$ cat config.mk
export PLATFORM = sky130hd
export DESIGN_NAME = l1_mstream_ptr
export DESIGN_NICKNAME = d
export VERILOG_FILES = /design/src/rtl/l1_stream_pkg.sv /design/src/rtl/l1_stream_ctx.sv /design/src/rtl/l1_mstream_ptr.sv
export SDC_FILE = /design/constraint.sdc
export NUM_CORES = 1
export LEC_CHECK = 0
export BUFFER_PORTS_ARGS = -buffer_cell sky130_fd_sc_hd__buf_2
export CORE_MARGIN = 3
export CORE_UTILIZATION = 45
export DETAILED_ROUTE_END_ITERATION = 6
export PLACE_DENSITY = 0.68
export SETUP_SLACK_MARGIN = 0.4
export SLEW_MARGIN = 20
export SYNTH_ARGS = -nofsm -noshare
export SYNTH_HDL_FRONTEND = slang
export SYNTH_SLANG_ARGS = --single-unit
$ cat constraint.sdc
create_clock -name clk -period 54.8 [get_ports clk]
set_input_delay 10.96 -clock clk [delete_from_list [all_inputs] [get_ports clk]]
set_output_delay 10.96 -clock clk [all_outputs]
set_load 0.02 [all_outputs]
$ cat src/rtl/l1_stream_pkg.sv
// Shared types for the multi-stream L1 read pointer: stream state,
// sid/clid/clofs types for the default configuration and the line
// request/response record.
package l1_stream_pkg;

   localparam int NSTREAMS_DEF = 4;
   localparam int NCL_DEF      = 16;
   localparam int CL_SIZE_DEF  = 8;

   typedef enum logic {
      ST_IDLE   = 1'b0,
      ST_ACTIVE = 1'b1
   } stream_state_e;

   typedef logic [$clog2(NSTREAMS_DEF)-1:0] sid_t;
   typedef logic [$clog2(NCL_DEF)-1:0]      clid_t;
   typedef logic [$clog2(CL_SIZE_DEF)-1:0]  clofs_t;

   typedef struct packed {
      logic v;
      sid_t sid;
   } line_msg_t;

endpackage

$ cat src/rtl/l1_stream_ctx.sv
// One stream's context: read pointer, line counters (valid, to-request,
// in-flight, not-yet-queued) and the IDLE/ACTIVE state.
module l1_stream_ctx
   import l1_stream_pkg::*;
#(
   parameter int ncl         = 16,
   parameter int cl_size     = 8,
   parameter int min_cl      = 2,
   parameter int len_width   = 16,
   parameter int nports      = 8,
   parameter int clid_width  = $clog2(ncl),
   parameter int clofs_width = $clog2(cl_size),
   parameter int width       = clid_width + clofs_width
) (
   input  logic                   clk,
   input  logic                   reset,
   input  logic                   start,
   input  logic [clid_width-1:0]  start_clid,
   input  logic [len_width-1:0]   start_len,
   input  logic [clofs_width:0]   gcnt,
   input  logic                   req_acc,
   input  logic                   rsp,
   output logic [width-1:0]       ptr,
   output logic                   act,
   output logic                   done,
   output logic                   rd_en,
   output logic [clofs_width:0]   lim,
   output logic                   req_want,
   output logic                   nf_zero,
   output logic                   stray
);

   localparam int cw = clid_width + 1;
   localparam int gw = clofs_width + 1;

   stream_state_e state, state_n;
   logic [clid_width-1:0]  clid;
   logic [clofs_width-1:0] clofs;
   logic [cw-1:0]          nv, nq, nf, nv_n, nq_n, nf_n, start_nq;
   logic [len_width-1:0]   rem, rem_n;
   logic [gw-1:0]          ofs_sum;
   logic                   carry, rsp_ok, refill, fin, done_q;

   // Pointer advance and counter updates; an increment and decrement in the same cycle cancel
   always_comb begin
      ofs_sum  = {1'b0, clofs} + gcnt;
      carry    = ofs_sum[clofs_width];
      rsp_ok   = rsp & (nf != '0);
      refill   = carry & (rem != '0);
      nv_n     = nv + cw'(rsp_ok) - cw'(carry);
      nq_n     = nq + cw'(refill) - cw'(req_acc);
      nf_n     = nf + cw'(req_acc) - cw'(rsp_ok);
      rem_n    = rem - len_width'(refill);
      fin      = carry & (rem == '0) & (nv_n == '0);
      start_nq = (start_len >= len_width'(ncl)) ? cw'(ncl) : start_len[cw-1:0];
   end

   // Next state: a start always (re)activates, consuming the last line retires the stream
   always_comb begin
      state_n = state;
      if (start)
         state_n = ST_ACTIVE;
      else if (fin)
         state_n = ST_IDLE;
   end

   // State register
   always_ff @(posedge clk or posedge reset) begin
      if (reset)
         state <= ST_IDLE;
      else
         state <= state_n;
   end

   // Pointer, counters and done pulse
   always_ff @(posedge clk or posedge reset) begin
      if (reset) begin
         clid   <= '0;
         clofs  <= '0;
         nv     <= '0;
         nq     <= '0;
         nf     <= '0;
         rem    <= '0;
         done_q <= 1'b0;
      end else if (start) begin
         clid   <= start_clid;
         clofs  <= '0;
         nv     <= '0;
         nq     <= start_nq;
         nf     <= '0;
         rem    <= start_len - len_width'(start_nq);
         done_q <= 1'b0;
      end else begin
         clofs  <= ofs_sum[clofs_width-1:0];
         clid   <= clid + clid_width'(carry);
         nv     <= nv_n;
         nq     <= nq_n;
         nf     <= nf_n;
         rem    <= rem_n;
         done_q <= fin;
      end
   end

   // Outputs: reads need enough buffered lines (or the final line once nothing is outstanding)
   always_comb begin
      ptr      = {clid, clofs};
      act      = (state == ST_ACTIVE);
      done     = done_q;
      nf_zero  = (nf == '0);
      stray    = rsp & (nf == '0);
      req_want = act & ~start & (nq != '0);
      rd_en    = act & ~start &
                 ((nv >= cw'(min_cl)) |
                  ((nv != '0) & (rem == '0) & (nq == '0) & (nf == '0)));
      lim      = (nv == cw'(1)) ? (gw'(cl_size) - {1'b0, clofs}) : gw'(nports);
   end

endmodule

$ cat src/rtl/l1_mstream_ptr.sv
// Multi-stream L1 read pointer: per-stream contexts, per-port read grants
// with in-order address ranking, and a round-robin line request arbiter.
module l1_mstream_ptr
   import l1_stream_pkg::*;
#(
   parameter int nstreams    = 4,
   parameter int nports      = 8,
   parameter int ncl         = 16,
   parameter int cl_size     = 8,
   parameter int min_cl      = 2,
   parameter int len_width   = 16,
   parameter int sid_width   = $clog2(nstreams),
   parameter int clid_width  = $clog2(ncl),
   parameter int clofs_width = $clog2(cl_size),
   parameter int width       = clid_width + clofs_width
) (
   input  logic                          clk,
   input  logic                          reset,
   input  logic                          i_start_v,
   output logic                          i_start_r,
   input  logic [sid_width-1:0]          i_start_sid,
   input  logic [clid_width-1:0]         i_start_clid,
   input  logic [len_width-1:0]          i_start_len,
   input  logic [nports-1:0]             i_rd_v,
   output logic [nports-1:0]             i_rd_r,
   input  logic [nports*sid_width-1:0]   i_rd_sid,
   output logic [nports*width-1:0]       o_rd_d,
   output logic [nstreams*width-1:0]     o_d,
   output logic [nstreams-1:0]           o_act,
   output logic [nstreams-1:0]           o_done,
   output logic                          o_clreq_v,
   input  logic                          o_clreq_r,
   output logic [sid_width-1:0]          o_clreq_sid,
   input  logic                          i_clrsp_v,
   output logic                          i_clrsp_r,
   input  logic [sid_width-1:0]          i_clrsp_sid,
   output logic                          o_err
);

   localparam int gw = clofs_width + 1;

   logic [width-1:0]     ptr  [nstreams];
   logic [gw-1:0]        lim  [nstreams];
   logic [gw-1:0]        gcnt [nstreams];
   logic [nstreams-1:0]  rd_en, req_want, nf_zero, stray, start_hit, req_acc, rsp_hit;
   logic                 start_acc, req_found;
   logic [sid_width-1:0] prio, req_sid, psid;
   logic [gw-1:0]        rank;

   assign i_clrsp_r   = 1'b1;
   assign i_start_r   = nf_zero[i_start_sid];
   assign start_acc   = i_start_v & i_start_r;
   assign o_clreq_v   = req_found;
   assign o_clreq_sid = req_sid;

   for (genvar s = 0; s < nstreams; s++) begin : g_stream
      assign start_hit[s] = start_acc & (i_start_sid == sid_width'(s));
      assign req_acc[s]   = o_clreq_v & o_clreq_r & (req_sid == sid_width'(s));
      assign rsp_hit[s]   = i_clrsp_v & (i_clrsp_sid == sid_width'(s));
      assign o_d[s*width +: width] = ptr[s];

      l1_stream_ctx #(
         .ncl        (ncl),
         .cl_size    (cl_size),
         .min_cl     (min_cl),
         .len_width  (len_width),
         .nports     (nports),
         .clid_width (clid_width),
         .clofs_width(clofs_width),
         .width      (width)
      ) u_ctx (
         .clk       (clk),
         .reset     (reset),
         .start     (start_hit[s]),
         .start_clid(i_start_clid),
         .start_len (i_start_len),
         .gcnt      (gcnt[s]),
         .req_acc   (req_acc[s]),
         .rsp       (rsp_hit[s]),
         .ptr       (ptr[s]),
         .act       (o_act[s]),
         .done      (o_done[s]),
         .rd_en     (rd_en[s]),
         .lim       (lim[s]),
         .req_want  (req_want[s]),
         .nf_zero   (nf_zero[s]),
         .stray     (stray[s])
      );
   end

   // Port grants: lowest-index ports first, each address offset by its rank within its stream
   always_comb begin
      for (int s = 0; s < nstreams; s++)
         gcnt[s] = '0;
      i_rd_r = '0;
      o_rd_d = '0;
      psid   = '0;
      rank   = '0;
      for (int p = 0; p < nports; p++) begin
         psid = i_rd_sid[p*sid_width +: sid_width];
         rank = gcnt[psid];
         if (i_rd_v[p] && rd_en[psid] && (rank < lim[psid])) begin
            i_rd_r[p]  = 1'b1;
            gcnt[psid] = rank + gw'(1);
         end
         o_rd_d[p*width +: width] = ptr[psid] + width'(rank);
      end
   end

   // Round-robin pick among streams with lines left to request, starting at prio
   always_comb begin
      req_found = 1'b0;
      req_sid   = '0;
      for (int i = 0; i < nstreams; i++) begin
         if (!req_found && req_want[(int'(prio) + i) % nstreams]) begin
            req_found = 1'b1;
            req_sid   = sid_width'((int'(prio) + i) % nstreams);
         end
      end
   end

   // Priority moves past the stream whose request was just taken
   always_ff @(posedge clk or posedge reset) begin
      if (reset)
         prio <= '0;
      else if (o_clreq_v && o_clreq_r)
         prio <= sid_width'((int'(req_sid) + 1) % nstreams);
   end

   // Sticky error on a response to a stream with nothing in flight
   always_ff @(posedge clk or posedge reset) begin
      if (reset)
         o_err <= 1'b0;
      else if (|stray)
         o_err <= 1'b1;
   end

endmodule

==> Word level (Yosys, flattened, before mapping) <==
Index checks and enable logic that the tools add are counted.
{ "classes": {"addsub": 61, "n_mul": 0, "div": 0, "n_lt_le_gt_ge": 42, "n_eq_ne": 13, "shifts": 0, "n_mux": 189, "bitwise": 78, "n_reduce_logical": 74} }
{ "op_table": {"columns": ["op", "n"], "rows": [
  ["two-way mux 16 bit", 12],
  ["two-way mux 4 bit", 48],
  ["binary-select mux 4 bit (select 2 bit)", 16],
  ["binary-select mux 7 bit (select 2 bit)", 8],
  ["bitwise mux 16 bit", 7],
  ["two-way mux 7 bit", 16],
  ["two-way mux 5 bit", 13],
  ["demux 4 bit (select 2 bit)", 8],
  ["logical NOT 16 bit", 4],
  ["nonzero test 16 bit", 4],
  ["subtractor 16 x 1 -> 16 bit", 4],
  ["adder 5 x 1 -> 5 bit", 12],
  ["logical NOT 5 bit", 12],
  ["nonzero test 5 bit", 12],
  ["subtractor 5 x 1 -> 5 bit", 12],
  ["bitwise AND 1 bit", 58],
  ["adder 7 x 4 -> 7 bit", 8],
  ["two-way mux 1 bit", 40],
  ["adder 4 x 1 -> 4 bit, second input constant", 8],
  ["less-than comparator 4 bit", 8],
  ["less-than comparator 2 x 3 -> 1 bit, second input constant", 10],
  ["logical AND 1 bit", 28],
  ["binary-select mux 1 bit (select 2 bit)", 13],
  ["greater-or-equal comparator 3 bit, second input constant", 8],
  ["25 further kinds", 88]
]} }
{ "totals": {"regBits": 163, "latch_bits": 0, "mem_bits_rw": 0, "rom_bits": 0, "output_inout_bits": 106, "word_cells": 491, "n_memories": 0} }

==> Depth between registers and ports, before layout <==
Gate-level depths: netlist of the first run.
{ "depth": {"depth_word": 61, "depth_mapped": 90} }

==> Modules after synthesis <==
A second synthesis of the first run with hierarchy kept.
{ "hier_totals": {"hier_cells": 2187, "area_unflattened_um2": 19732.7} }
{ "by_module_without_submodules": {"columns": ["mod", "instances", "cells_each", "area_each_um2"], "rows": [
  ["l1_mstream_ptr", 1, 937, 8006.4],
  ["l1_stream_ctx at g_stream[1].u_ctx ...", 2, 306, 2892.8],
  ["l1_stream_ctx at g_stream[0].u_ctx", 1, 319, 2996.6],
  ["l1_stream_ctx at g_stream[3].u_ctx", 1, 319, 2944.1]
]} }

==> Worst setup path after synthesis of the first run <==
OpenSTA, ideal clock, no wires.
{ "synth_timing": {"path_type": "in2out", "start": "input port i_rd_sid[1]", "end": "output port o_rd_d[55]", "t_arrival_ps": 24567, "setup_slack_ps": 19273, "stages": 55, "path_buffers": 3, "cell_sequence": "clkbuf_1 -> mux4_2 -> a31oi_1 -> o21ai_1 -> nand3_1 -> nand2_1 -> nor4_1 -> ha_1 -> inv_1 -> a21oi_1 -> inv_1 -> a221o_1 -> nor3b_4 -> nor2_1 -> mux2_2 -> mux4_2 -> ha_1 -> a21oi_1 -> (+19 left out) -> nand2_1 -> and4b_1 -> clkbuf_1 -> nand2_1 -> a21boi_0 -> a21oi_1 -> mux4_2 -> ha_1 -> o211ai_1 -> a21oi_1 -> nor3b_1 -> mux2_2 -> mux4_2 -> fa_1 -> a21o_1 -> a21oi_1 -> nor2_1 -> xor2_1"} }
{ "synth_via": {"elab_chain_cells": 47, "word_cells_on_any_way": 72} }
{ "synth_rtl": {"columns": ["element", "line", "text"], "rows": [
  ["start: declaration", "l1_mstream_ptr.sv:26", "input logic [nports*sid_width-1:0] i_rd_sid,"],
  ["inverter 2 -> 3 bit (not written as such)", "l1_mstream_ptr.sv:101, l1_mstream_ptr.sv:102, l1_mstream_ptr.sv:104", null],
  ["binary-select mux 4 bit (select 2 bit) (tied with other cells)", "l1_mstream_ptr.sv:101", "rank = gcnt[psid];"],
  ["two-way mux 4 bit (not written as such) (tied with other cells)", "l1_mstream_ptr.sv:101", null],
  ["two-way mux 4 bit (on tied branches)", "l1_mstream_ptr.sv:101, l1_mstream_ptr.sv:102, l1_mstream_ptr.sv:104", null],
  ["adder 4 x 1 -> 4 bit (tied with other cells)", "l1_mstream_ptr.sv:104", "gcnt[psid] = rank + gw'(1);"],
  ["bitwise AND 16 bit (no source line) / logical AND 1 bit (equally long branches)", null, null],
  ["two-way mux 16 bit *", "l1_mstream_ptr.sv:102", "if (i_rd_v[p] && rd_en[psid] && (rank < lim[psid])) begin"],
  ["binary-select mux 4 bit (select 2 bit)", "l1_mstream_ptr.sv:101", null],
  ["(+29 left out)", null, null],
  ["binary-select mux 4 bit (select 2 bit)", "l1_mstream_ptr.sv:101", null],
  ["two-way mux 4 bit (not written as such) (2 in a row)", "l1_mstream_ptr.sv:101", null],
  ["adder 4 x 1 -> 4 bit / less-than comparator 4 bit (equally long branches)", "l1_mstream_ptr.sv:104, l1_mstream_ptr.sv:102", null],
  ["bitwise mux 16 bit / logical AND 1 bit (equally long branches)", "l1_mstream_ptr.sv:104, l1_mstream_ptr.sv:102", null],
  ["two-way mux 16 bit *", "l1_mstream_ptr.sv:102", null],
  ["binary-select mux 4 bit (select 2 bit) *", "l1_mstream_ptr.sv:101", null],
  ["two-way mux 4 bit (not written as such) * (2 in a row)", "l1_mstream_ptr.sv:101", null],
  ["adder 7 x 4 -> 7 bit *", "l1_mstream_ptr.sv:106", "o_rd_d[p*width +: width] = ptr[psid] + width'(rank);"],
  ["end: declaration", "l1_mstream_ptr.sv:27", "output logic [nports*width-1:0] o_rd_d,"]
]} }
Mark *: on every way between the ends. The rest lies on a longest branch, timed or not. The select of a mux whose other input is x is not followed.

==> Final worst setup path of the first run <==
{ "layout_timing": {"start": "input port i_start_sid[0]", "end": "output port o_rd_d[55]"} }
{ "layout_via": {"elab_chain_cells": 52, "word_cells_on_any_way": 98} }
{ "layout_rtl": {"columns": ["element", "line", "text"], "rows": [
  ["start: declaration", "l1_mstream_ptr.sv:21", "input logic [sid_width-1:0] i_start_sid,"],
  ["binary-select mux 1 bit (select 2 bit)", "l1_mstream_ptr.sv:51", "assign i_start_r = nf_zero[i_start_sid];"],
  ["two-way mux 1 bit (not written as such)", "l1_mstream_ptr.sv:51", null],
  ["bitwise AND 1 bit", "l1_mstream_ptr.sv:52", "assign start_acc = i_start_v & i_start_r;"],
  ["bitwise AND 1 bit", "l1_mstream_ptr.sv:57", "assign start_hit[s] = start_acc & (i_start_sid == sid_width'(s));"],
  ["inverter 1 bit", "l1_stream_ctx.sv:112", "rd_en = act & ~start &"],
  ["bitwise AND 1 bit (2 in a row)", "l1_stream_ctx.sv:112", null],
  ["binary-select mux 1 bit (select 2 bit)", "l1_mstream_ptr.sv:102", null],
  ["two-way mux 1 bit (not written as such)", "l1_mstream_ptr.sv:102", null],
  ["(+33 left out)", null, null],
  ["binary-select mux 4 bit (select 2 bit)", "l1_mstream_ptr.sv:101", null],
  ["two-way mux 4 bit (not written as such) (2 in a row)", "l1_mstream_ptr.sv:101", null],
  ["adder 4 x 1 -> 4 bit / less-than comparator 4 bit (equally long branches)", "l1_mstream_ptr.sv:104, l1_mstream_ptr.sv:102", null],
  ["bitwise mux 16 bit / logical AND 1 bit (equally long branches)", "l1_mstream_ptr.sv:104, l1_mstream_ptr.sv:102", null],
  ["two-way mux 16 bit *", "l1_mstream_ptr.sv:102", null],
  ["binary-select mux 4 bit (select 2 bit) *", "l1_mstream_ptr.sv:101", null],
  ["two-way mux 4 bit (not written as such) * (2 in a row)", "l1_mstream_ptr.sv:101", null],
  ["adder 7 x 4 -> 7 bit *", "l1_mstream_ptr.sv:106", null]
]} }
Marks and branches as above.

==> results.json, run 1 <==
{
  "worst_ep_arrival_time_ns": 27.20,
  "most-common-layout-cells": "226 x sky130_fd_sc_hd__nand2_1, 195 x sky130_fd_sc_hd__nor2_1, 165 x sky130_fd_sc_hd__ha_1",
  "synth_compound_gate_area_share_pct": 15.5,
  "post_synth_fa_ha_maj_area_fraction_pct": 13.5,
  "timing.setup.critical_path_class": "input port to primary output",
  "switching_power_mw": 0.533,
  "finalMaxSlewViolations": 0,
  "post-place-cells": 2681,
  "synth.mux.area_fraction_pct": 13.6,
  "place.gp.congestion": 1.00,
  "count_of_flip_flops_with_a_built_in_enable_after_synthesis": 0,
  "grt_first_pass_wirelength_mm": 99.1,
  "core_area_um2": 40200,
  "cts_setup_buffers": 0,
  "fin_util_pct": 50.2,
  "synthDistinctLibCells": 127,
  "slew-limit-headroom_pct": 29.9,
  "layout_commonest_cell": "sky130_fd_sc_hd__nand2_1",
  "groute.usage.overall_pct": 29.1,
  "regArea_um2": 4080,
  "total_length_of_routed_wires_mm": 64.6,
  "power.clock.fraction_pct": 11.6,
  "post_synth_xor_area_fraction_pct": 8.50,
  "route.detailed.drc": 0,
  "route.detailed.vias_per_inst": 6.22,
  "cp_top_family": "simple AND/OR/NAND/NOR gates",
  "final_layout_size_suffix_gt1_share_pct": 18.1,
  "syn-instance-count": 2077,
  "final_cell_area_um2": 20200,
  "final_min_period_over_clock_period_pct": 69.6,
  "run_status": "completed",
  "critical_path_peak_fanout": 32,
  "die_area_um2": 43700,
  "initial_utilization_pct": 46.1,
  "placed_wire_length_estimate_mm": 50.5,
  "drv_cap": 0,
  "setup_viol": 0,
  "max_freq_mhz": 26.2,
  "seq_power_share_pct": 25.7,
  "globalRoute.totalOverflow": 0,
  "power.ir.vdd_worst_v": 0.0000442,
  "tritoncts": "built",
  "first_pass_iters": 6,
  "drt_first_iter_violations": 1459,
  "synthSimpleGateAreaFrac_pct": 20.6,
  "timing.final.hold_violations": 0,
  "finalNetCount": 2415,
  "worst_setup_path_end_kind": "primary output",
  "clk_slew_on_worst_s_h_paths_ns": 0.07,
  "clk-insertion-delay-late_ns": 0.44,
  "fin_worst_hold_slack_ns": 0.472,
  "min_period_ns": 38.16,
  "final_antenna_net_count": 0,
  "total_power_draw_mw": 1.05,
  "floorplan.die.height_um": 209,
  "area_after_detailed_placement_um2": 19600,
  "power.density_nw_per_um2": 52.2,
  "root_buffer": "sky130_fd_sc_hd__clkbuf_16",
  "cellLeakagePower_nw": 9.14,
  "startpoint_type": "input port",
  "ys_dominant_reg_cell": "sky130_fd_sc_hd__dfrtp_1",
  "cts_max_level": 4,
  "synth.ff_latch_count": 163,
  "cts-hold-fix-buffers": 0,
  "grt_pass1_vias": 16800,
  "max_stage_delay_ns": 0.91,
  "switching_share_pct": 50.7,
  "layout.cells.non_filler": 2714,
  "timing.critical_path.buf_inv": 7,
  "unrepaired_setup_endpoints_after_global_routing": "no",
  "power_report.internal_total_mw": 0.519,
  "holdCritPathClass": "flip-flop to flip-flop",
  "synth.yosys.seq_area_share_pct": 22.0,
  "path_common_cell": "sky130_fd_sc_hd__a21oi_1",
  "syn_area_per_cell_um2": 8.93,
  "ios": 159,
  "place.port_buffers": 157,
  "area_occupied_by_multi_input_gates_um2": 13300,
  "place_worst_setup_slack_ns": 17.00,
  "grt_max_degree": 88,
  "power.combinational.fraction_pct": 62.7,
  "clockBufferDepth": 2,
  "post_synth_instance_area_um2": 18500,
  "synth_async_sr_flop_share_pct": 100,
  "worst_setup_skew_after_layout_ns": 0.0160,
  "syn2layout_area_growth_pct": 8.71,
  "slowest_stage": "sky130_fd_sc_hd__nor4_1",
  "numCtsBuffers": 17,
  "std_cell_rows": 73,
  "grt_antenna_before_repair": 3,
  "final_setup_margin_ns": 16.64,
  "cts_num_sinks": 163,
  "worst_margin_slew_ns": 1.04,
  "main_combinational_cell_family_by_area_after_synthesis": "simple AND/OR/NAND/NOR gates",
  "die-width_um": 209,
  "cp_data_required_time_ns": 43.84,
  "fillers": 3838,
  "wl_per_cell_um": 23.8,
  "via_count": 16900,
  "post_cts.resized_instances": 0,
  "yosys_warnings": 0,
  "timing.setup.tns_ns": 0
}
-- path summary, 6_finish.rpt --
check	start	end	slack, ns	cells past startpoint
max	i_start_sid[0]	o_rd_d[55]	16.64	58
min	o_err$_DFFE_PP0P_	o_err$_DFFE_PP0P_	0.47	1
max reg2reg	g_stream[2].u_ctx.rem[2]$_DFF_PP0_	g_stream[1].u_ctx.done$_DFF_PP0_	33.85	71
min reg2reg	o_err$_DFFE_PP0P_	o_err$_DFFE_PP0P_	0.47	1
max in group asynchronous	reset	g_stream[3].u_ctx.nv[3]$_DFF_PP0_	42.60	3
min in group asynchronous	reset	g_stream[0].u_ctx.nf[4]$_DFF_PP0_	10.67	2
-- area by class of cell --
| class | count | area share (%) |
|---|---|---|
| Multi-Input combinational cell | 1660 | 66.1 |
| Antenna cell | 1 | 0.0124 |
| Clock buffer | 17 | 2.11 |
| Clock inverter | 15 | 0.795 |
| Tap cell | 525 | 3.26 |
| Inverter | 162 | 3.11 |
| Sequential cell | 163 | 20.2 |
| Timing Repair Buffer | 171 | 4.42 |
-- power by group through the flow --
stage | sequential [mW] | clock [mW] | combinational, mW
6_report | 0.270 | 0.122 | 0.660
4_1_cts | 0.266 | 0.123 | 0.658
3_3_place_gp | 0.265 | 0 | 0.638
3_5_place_dp | 0.268 | 0 | 0.653
2_1_floorplan | 0.238 | 0 | 0.484
5_1_grt | 0.276 | 0.128 | 0.729
-- cells by family (layout without fill, tap and decap cells) --
family | after synthesis | in the layout
compound gates | 417 | 417
other cells | 1 | 3
mux | 132 | 132
xor+xnor | 177 | 177
fa+ha+maj | 187 | 187
flops | 163 | 163
buf+inv | 255 | 365
simple gates | 745 | 745
-- synthesized netlist by cell type (11+ instances only) --
cell                       count  area [µm²]
sky130_fd_sc_hd__a21o_1       32         240
sky130_fd_sc_hd__a21oi_1      99         495
sky130_fd_sc_hd__a31oi_1      13        81.3
sky130_fd_sc_hd__and2_1       32         200
sky130_fd_sc_hd__and3_1       14        87.6
sky130_fd_sc_hd__clkbuf_1     62         233
sky130_fd_sc_hd__clkbuf_8     12         165
sky130_fd_sc_hd__dfrtp_1     163        4080
sky130_fd_sc_hd__fa_1         22         440
sky130_fd_sc_hd__ha_1        165        2060
sky130_fd_sc_hd__inv_1       158         593
sky130_fd_sc_hd__mux2_2       18         203
sky130_fd_sc_hd__mux2i_1      20         200
sky130_fd_sc_hd__mux4_2       89        2000
sky130_fd_sc_hd__nand2_1     226         848
sky130_fd_sc_hd__nand2b_1     11        68.8
sky130_fd_sc_hd__nand3_1      49         245
sky130_fd_sc_hd__nand4_1      15        93.8
sky130_fd_sc_hd__nor2_1      196         736
sky130_fd_sc_hd__nor2b_1      15        93.8
sky130_fd_sc_hd__nor3_1       48         240
sky130_fd_sc_hd__nor4_1       26         163
sky130_fd_sc_hd__nor4b_1      14         123
sky130_fd_sc_hd__o211ai_1     12        90.1
sky130_fd_sc_hd__o21ai_0     116         581
sky130_fd_sc_hd__or3_1        15        93.8
sky130_fd_sc_hd__xnor2_1      97         850
sky130_fd_sc_hd__xor2_1       78         683
-- sequential cells by signal, indices dropped and copies added, names as in the netlist, 2 cells and up --
name                  cells
g_stream.u_ctx.act        4
g_stream.u_ctx.clid      16
g_stream.u_ctx.clofs     12
g_stream.u_ctx.done       4
g_stream.u_ctx.nf        20
g_stream.u_ctx.nq        20
g_stream.u_ctx.nv        20
g_stream.u_ctx.rem       64
prio                      2
-- routing by layer --
metal / wire [µm] / vias to the layer above / share of wire (%) / GRT usage [%]
li1: - / 7665 / - / -
met1: 25100 / 8202 / 39 / 36.6
met2: 30500 / 860 / 47 / 48.5
met3: 5630 / 152 / 8.7 / 5.78
met4: 3280 / 4 / 5.1 / 13.5
met5: 28 / - / 0.043 / 0
-- worst register-to-register path, delay by kind of cell (launching register included) --
family          cells  cell delay, ns
flops               1            0.45
xor+xnor            1            0.23
simple gates       29            8.41
fa+ha+maj          10            2.75
compound gates     21            5.73
buf+inv             4            0.28
mux                 6            2.97
No activity file was read; power rests on OpenSTA's default activity.
==> inputs of run 2 (changes only) <==
- PLACE_DENSITY: 0.68 -> 0.7
- clock period: 54.8 -> 34.9 ns (I/O delays scaled with it)
==> run 2 against run 1 <==
Net effect:
- largest power group unchanged
- via count increased by 0.34%
- clock power rose by 55%
- worst hold slack improved by 0.0057 ns
- worst setup slack worse by 12 ns
- cell area about the same
- clock-buffer cell count rose by 2
- sequential cell count unchanged
- non-clock buffer count unchanged
- routed wire length shrank 1.3%
- die area is the same
==> results.json, run 2 (synthesized netlist as in run 1, its figures left out) <==
{
  "max_flop_register": "g_stream.u_ctx.rem",
  "cp_data_required_time_ns": 27.92,
  "route.detailed.vias_per_inst": 6.24,
  "worst_setup_path_end_kind": "primary output",
  "largest_reg_flops": 64,
  "die_area_um2": 43700,
  "clk_slew_on_worst_s_h_paths_ns": 0.06,
  "post-place-cells": 2681,
  "cellLeakagePower_nw": 9.13,
  "run_status": "completed",
  "timing.final.hold_violations": 0,
  "clockBufferDepth": 2,
  "finalMaxSlewViolations": 0,
  "total_length_of_routed_wires_mm": 63.7,
  "switching_power_mw": 0.833,
  "grt_antenna_before_repair": 4,
  "wl_per_cell_um": 23.5,
  "finalNetCount": 2415,
  "slowest_stage": "sky130_fd_sc_hd__a21oi_1",
  "startpoint_type": "input port",
  "worst_margin_slew_ns": 1.11,
  "drv_cap": 0,
  "place.port_buffers": 157,
  "max_stage_delay_ns": 0.75,
  "setup_viol": 0,
  "power_report.internal_total_mw": 0.821,
  "grt_pass1_vias": 16600,
  "holdCritPathClass": "flip-flop to flip-flop",
  "via_count": 16900,
  "slew-limit-headroom_pct": 24.7,
  "power.combinational.fraction_pct": 63.0,
  "switching_share_pct": 50.3,
  "seq_power_share_pct": 25.5,
  "most-common-layout-cells": "226 x sky130_fd_sc_hd__nand2_1, 195 x sky130_fd_sc_hd__nor2_1, 165 x sky130_fd_sc_hd__ha_1",
  "final_setup_margin_ns": 4.83,
  "first_pass_iters": 5,
  "route.detailed.drc": 0,
  "place.gp.congestion": 1.00,
  "placed_wire_length_estimate_mm": 49.5,
  "final_min_period_over_clock_period_pct": 86.1,
  "cts-hold-fix-buffers": 0,
  "timing.critical_path.buf_inv": 6,
  "fillers": 3810,
  "min_period_ns": 30.07,
  "numCtsBuffers": 17,
  "final_layout_size_suffix_gt1_share_pct": 18.1,
  "fin_util_pct": 50.1,
  "tritoncts": "built",
  "timing.setup.critical_path_class": "input port to primary output",
  "max_freq_mhz": 33.3,
  "grt_max_degree": 65,
  "power.ir.vdd_worst_v": 0.0000589,
  "cp_top_family": "simple AND/OR/NAND/NOR gates",
  "power.clock.fraction_pct": 11.4,
  "timing.setup.tns_ns": 0,
  "post_cts.resized_instances": 0,
  "floorplan.die.height_um": 209,
  "critical_path_peak_fanout": 32,
  "clk-insertion-delay-late_ns": 0.44,
  "layout.cells.non_filler": 2714,
  "layout_commonest_cell": "sky130_fd_sc_hd__nand2_1",
  "cts_num_sinks": 163,
  "root_buffer": "sky130_fd_sc_hd__clkbuf_16",
  "std_cell_rows": 73,
  "groute.usage.overall_pct": 28.7,
  "cts_setup_buffers": 0,
  "cts_max_level": 4,
  "grt_first_pass_wirelength_mm": 97.9,
  "die-width_um": 209,
  "drt_first_iter_violations": 1443,
  "initial_utilization_pct": 46.1,
  "syn2layout_area_growth_pct": 8.69,
  "power.density_nw_per_um2": 82.1,
  "ios": 159,
  "globalRoute.totalOverflow": 0,
  "place_worst_setup_slack_ns": 5.17,
  "final_antenna_net_count": 0,
  "unrepaired_setup_endpoints_after_global_routing": "no",
  "core_area_um2": 40200,
  "worst_setup_skew_after_layout_ns": 0.0119,
  "worst_ep_arrival_time_ns": 23.09
}
-- run 2: cell types whose count changed in the layout (fill, tap and decap cells not counted) --
cell | previous run | this run
sky130_fd_sc_hd__a311oi_1 | 4 | 3
sky130_fd_sc_hd__clkinvlp_4 | 2 | 3
sky130_fd_sc_hd__nor4b_2 | 2 | 1
sky130_fd_sc_hd__inv_6 | 8 | 7
sky130_fd_sc_hd__inv_8 | 4 | 0
sky130_fd_sc_hd__bufinv_16 | 1 | 2
sky130_fd_sc_hd__clkinv_2 | 0 | 1
sky130_fd_sc_hd__a311oi_2 | 0 | 1
sky130_fd_sc_hd__clkbuf_1 | 0 | 2
sky130_fd_sc_hd__nor4b_1 | 13 | 14
-- run 2: routing by layer --
layer | GRT usage (%) | part of all wire (%) | vias up
met5 | 0 | 0.042 | -
met4 | 13.4 | 5.1 | 4
met3 | 5.55 | 8.4 | 182
met2 | 48.2 | 48 | 828
met1 | 35.8 | 39 | 8262
li1 | - | - | 7665
-- run 2: worst paths after layout --
check / from / endpoint / slack, ns / depth (start not counted)
setup / recovery: i_start_sid[0] / o_rd_d[54] / 4.83 / 57
min in group asynchronous: reset / g_stream[2].u_ctx.nf[0]$_DFF_PP0_ / 6.64 / 2
setup reg to reg: g_stream[3].u_ctx.nf[3]$_DFF_PP0_ / g_stream[1].u_ctx.act$_DFFE_PP0P_ / 14.08 / 71
hold reg to reg: o_err$_DFFE_PP0P_ / o_err$_DFFE_PP0P_ / 0.48 / 1
max in group asynchronous: reset / g_stream[3].u_ctx.nv[3]$_DFF_PP0_ / 26.51 / 4
hold / removal: o_err$_DFFE_PP0P_ / o_err$_DFFE_PP0P_ / 0.48 / 1
-- run 2: power by group through the flow --
stage               clock (mW)  sequential, mW  combinational [mW]
CTS                      0.192           0.415                1.04
detailed placement           0           0.418                1.03
global placement             0           0.413                1.00
floorplan                    0           0.374               0.759
global route             0.200           0.430                1.15
finish                   0.189           0.422                1.04
-- run 2: through the flow --
step / hold WS (ns) / power [mW] / area [µm²]
floorplan: 0.514 / 1.13 / 18500
global placement: 0.443 / 1.41 / 19600
detailed placement: 0.467 / 1.45 / 19600
CTS: 0.488 / 1.64 / 20200
global route: 0.509 / 1.78 / 20200
finish: 0.477 / 1.65 / 20200
-- run 2: final cells by class --
class	count	area, µm²	share of cell area [%]
Antenna cell	1	2.50	0.0124
Clock buffer	19	433	2.15
Clock inverter	13	149	0.739
Inverter	162	627	3.11
Multi-Input combinational cell	1660	13300	66.1
Sequential cell	163	4080	20.2
Tap cell	525	657	3.26
Timing Repair Buffer	171	891	4.42
==> inputs of run 3 (changes only) <==
- CORE_MARGIN: 3 -> not set
- RECOVER_POWER: not set -> 100
==> run 3 against run 2 <==
Net effect:
- the run now ends with max-capacitance violations, max-slew violations left
- cell area shrank 1.1%
- critical path type unchanged
- combinational power is essentially flat
- highest routed layer is now met4
- via count shrank 0.70%
- worst hold slack lost 0.0019 ns
- die area shrank 3.8%
- sequential cell count is the same
- sequential share of layout area grew 0.22 points
- worst setup slack lost 1.6 ns
==> results.json, run 3 (synthesized netlist as in run 1, its figures left out) <==
{
  "tritoncts": "built",
  "most-common-layout-cells": "226 x sky130_fd_sc_hd__nand2_1, 195 x sky130_fd_sc_hd__nor2_1, 165 x sky130_fd_sc_hd__ha_1",
  "initial_utilization_pct": 46.1,
  "post_cts.resized_instances": 0,
  "wl_per_cell_um": 23.7,
  "max_flop_register": "g_stream.u_ctx.rem",
  "drv_cap": 3,
  "switching_share_pct": 51.6,
  "finalMaxSlewViolations": 202,
  "slowest_stage": "sky130_fd_sc_hd__clkbuf_1",
  "first_pass_iters": 6,
  "globalRoute.totalOverflow": 0,
  "root_buffer": "sky130_fd_sc_hd__clkbuf_16",
  "slew-limit-headroom_pct": -215,
  "final_antenna_net_count": 0,
  "cp_data_required_time_ns": 27.92,
  "route.detailed.vias_per_inst": 6.20,
  "groute.usage.overall_pct": 30.8,
  "grt_max_degree": 100,
  "die-width_um": 205,
  "switching_power_mw": 0.841,
  "final_setup_margin_ns": 3.25,
  "clk_slew_on_worst_s_h_paths_ns": 0.07,
  "critical_path_peak_fanout": 32,
  "grt_util_met1_pct": 39.4,
  "cts_num_sinks": 163,
  "path_common_cell": "sky130_fd_sc_hd__a21oi_1",
  "place_worst_setup_slack_ns": 4.77,
  "final_layout_size_suffix_gt1_share_pct": 12.7,
  "core_area_um2": 40200,
  "placed_wire_length_estimate_mm": 49.8,
  "unrepaired_setup_endpoints_after_global_routing": "no",
  "floorplan.die.height_um": 205,
  "global_routing_usage_on_met3_pct": 5.23,
  "final_min_period_over_clock_period_pct": 90.7,
  "worst_setup_path_end_kind": "primary output",
  "grt_first_pass_wirelength_mm": 97.6,
  "power.ir.vdd_worst_v": 0.0000575,
  "via_count": 16800,
  "power_report.internal_total_mw": 0.790,
  "grt_antenna_before_repair": 0,
  "cts_max_level": 4,
  "route.detailed.drc": 0,
  "worst_setup_skew_after_layout_ns": 0.0116,
  "place.port_buffers": 157,
  "worst_ep_arrival_time_ns": 24.67,
  "place.gp.congestion": 0.998,
  "cellLeakagePower_nw": 8.77,
  "layout_commonest_cell": "sky130_fd_sc_hd__nand2_1",
  "numCtsBuffers": 17,
  "run_status": "finished with violations",
  "drt_first_iter_violations": 1275,
  "cts_setup_buffers": 0,
  "groute.layer.met2.usage_pct": 50.4,
  "startpoint_type": "input port",
  "seq_power_share_pct": 26.0,
  "holdCritPathClass": "flip-flop to flip-flop",
  "violations": "max-capacitance violations, max-slew violations",
  "power.density_nw_per_um2": 81.8,
  "grt_pass1_vias": 16300,
  "area_after_detailed_placement_um2": 19500,
  "power.combinational.fraction_pct": 62.7,
  "max_freq_mhz": 31.6,
  "finalNetCount": 2413,
  "final_cell_area_um2": 19900,
  "cts-hold-fix-buffers": 0,
  "total_length_of_routed_wires_mm": 64.2,
  "power.clock.fraction_pct": 11.3,
  "clk-insertion-delay-late_ns": 0.45,
  "std_cell_rows": 73,
  "grt_busiest_layer": "met2",
  "worst_margin_slew_ns": 4.70,
  "clockBufferDepth": 2,
  "max_stage_delay_ns": 1.04,
  "timing.final.hold_violations": 0,
  "largest_reg_flops": 64,
  "syn2layout_area_growth_pct": 7.53,
  "min_period_ns": 31.65,
  "ios": 159,
  "setup_viol": 0,
  "timing.setup.tns_ns": 0,
  "reg2reg_slack_ns": 12.66,
  "timing.setup.critical_path_class": "input port to primary output",
  "die_area_um2": 42000
}
-- run 3: cell count changes in the layout (fill, tap and decap cells not counted), sizes merged --
| cell | delta |
|---|---|
| inv | +2 |
| clkinvlp | +1 |
| clkinv | +1 |
| bufinv | -2 |
| clkbuf | +99 |
| buf | -103 |
-- run 3: path summary, 6_finish.rpt --
| check | from | end | cells after the start |
|---|---|---|---|
| max in group asynchronous | reset | g_stream[1].u_ctx.nq[2]$_DFF_PP0_ | 3 |
| setup reg to reg | g_stream[2].u_ctx.nf[3]$_DFF_PP0_ | g_stream[0].u_ctx.act$_DFFE_PP0P_ | 70 |
| setup / recovery | i_start_sid[0] | o_rd_d[54] | 57 |
| hold reg to reg | o_err$_DFFE_PP0P_ | o_err$_DFFE_PP0P_ | 1 |
| hold / removal | o_err$_DFFE_PP0P_ | o_err$_DFFE_PP0P_ | 1 |
| min in group asynchronous | reset | g_stream[0].u_ctx.nf[2]$_DFF_PP0_ | 2 |
-- run 3: power groups by stage --
stage	clock (mW)	combinational (mW)	sequential, mW
after global placement	0	1.00	0.415
after floorplan	0	0.759	0.374
after global routing	0.195	1.13	0.432
final	0.185	1.02	0.424
after detailed placement	0	1.03	0.420
after CTS	0.187	1.04	0.417
-- run 3: routing by layer --
metal,routed length [µm],vias to the layer above
li1,-,7656
met1,25800,8220
met2,29800,781
met3,5260,166
met4,3360,0
met5,0,-
-- run 3: layout make-up --
type | instances | area (µm²)
multi-input cells | 1660 | 13300
clock inverters | 15 | 144
diodes | 1 | 2.50
clock buffers | 17 | 425
well taps | 525 | 657
repair buffers | 169 | 742
inverters | 162 | 623
flip-flops and latches | 163 | 4080
fillers | 3834 | 20300
-- run 3: critical path: cells and delay by family --
family                   cells  cell delay (ns)
AO/OA/AOI/OAI               19             5.80
AND/OR/NAND/NOR             18             4.78
multiplexers                 7             3.19
adder cells (fa/ha/maj)      6             1.92
buffers and inverters        6             1.84
XOR/XNOR                     1             0.14
-- run 3: stage by stage --
stage	instances	power (mW)	hold WS [ns]	utilization [%]
floorplan	2078	1.13	0.514	-
global placement	2679	1.42	0.455	48.6
detailed placement	2679	1.45	0.459	48.6
CTS	2711	1.64	0.476	50.1
global route	2711	1.76	0.501	49.6
finish	2712	1.63	0.475	49.6
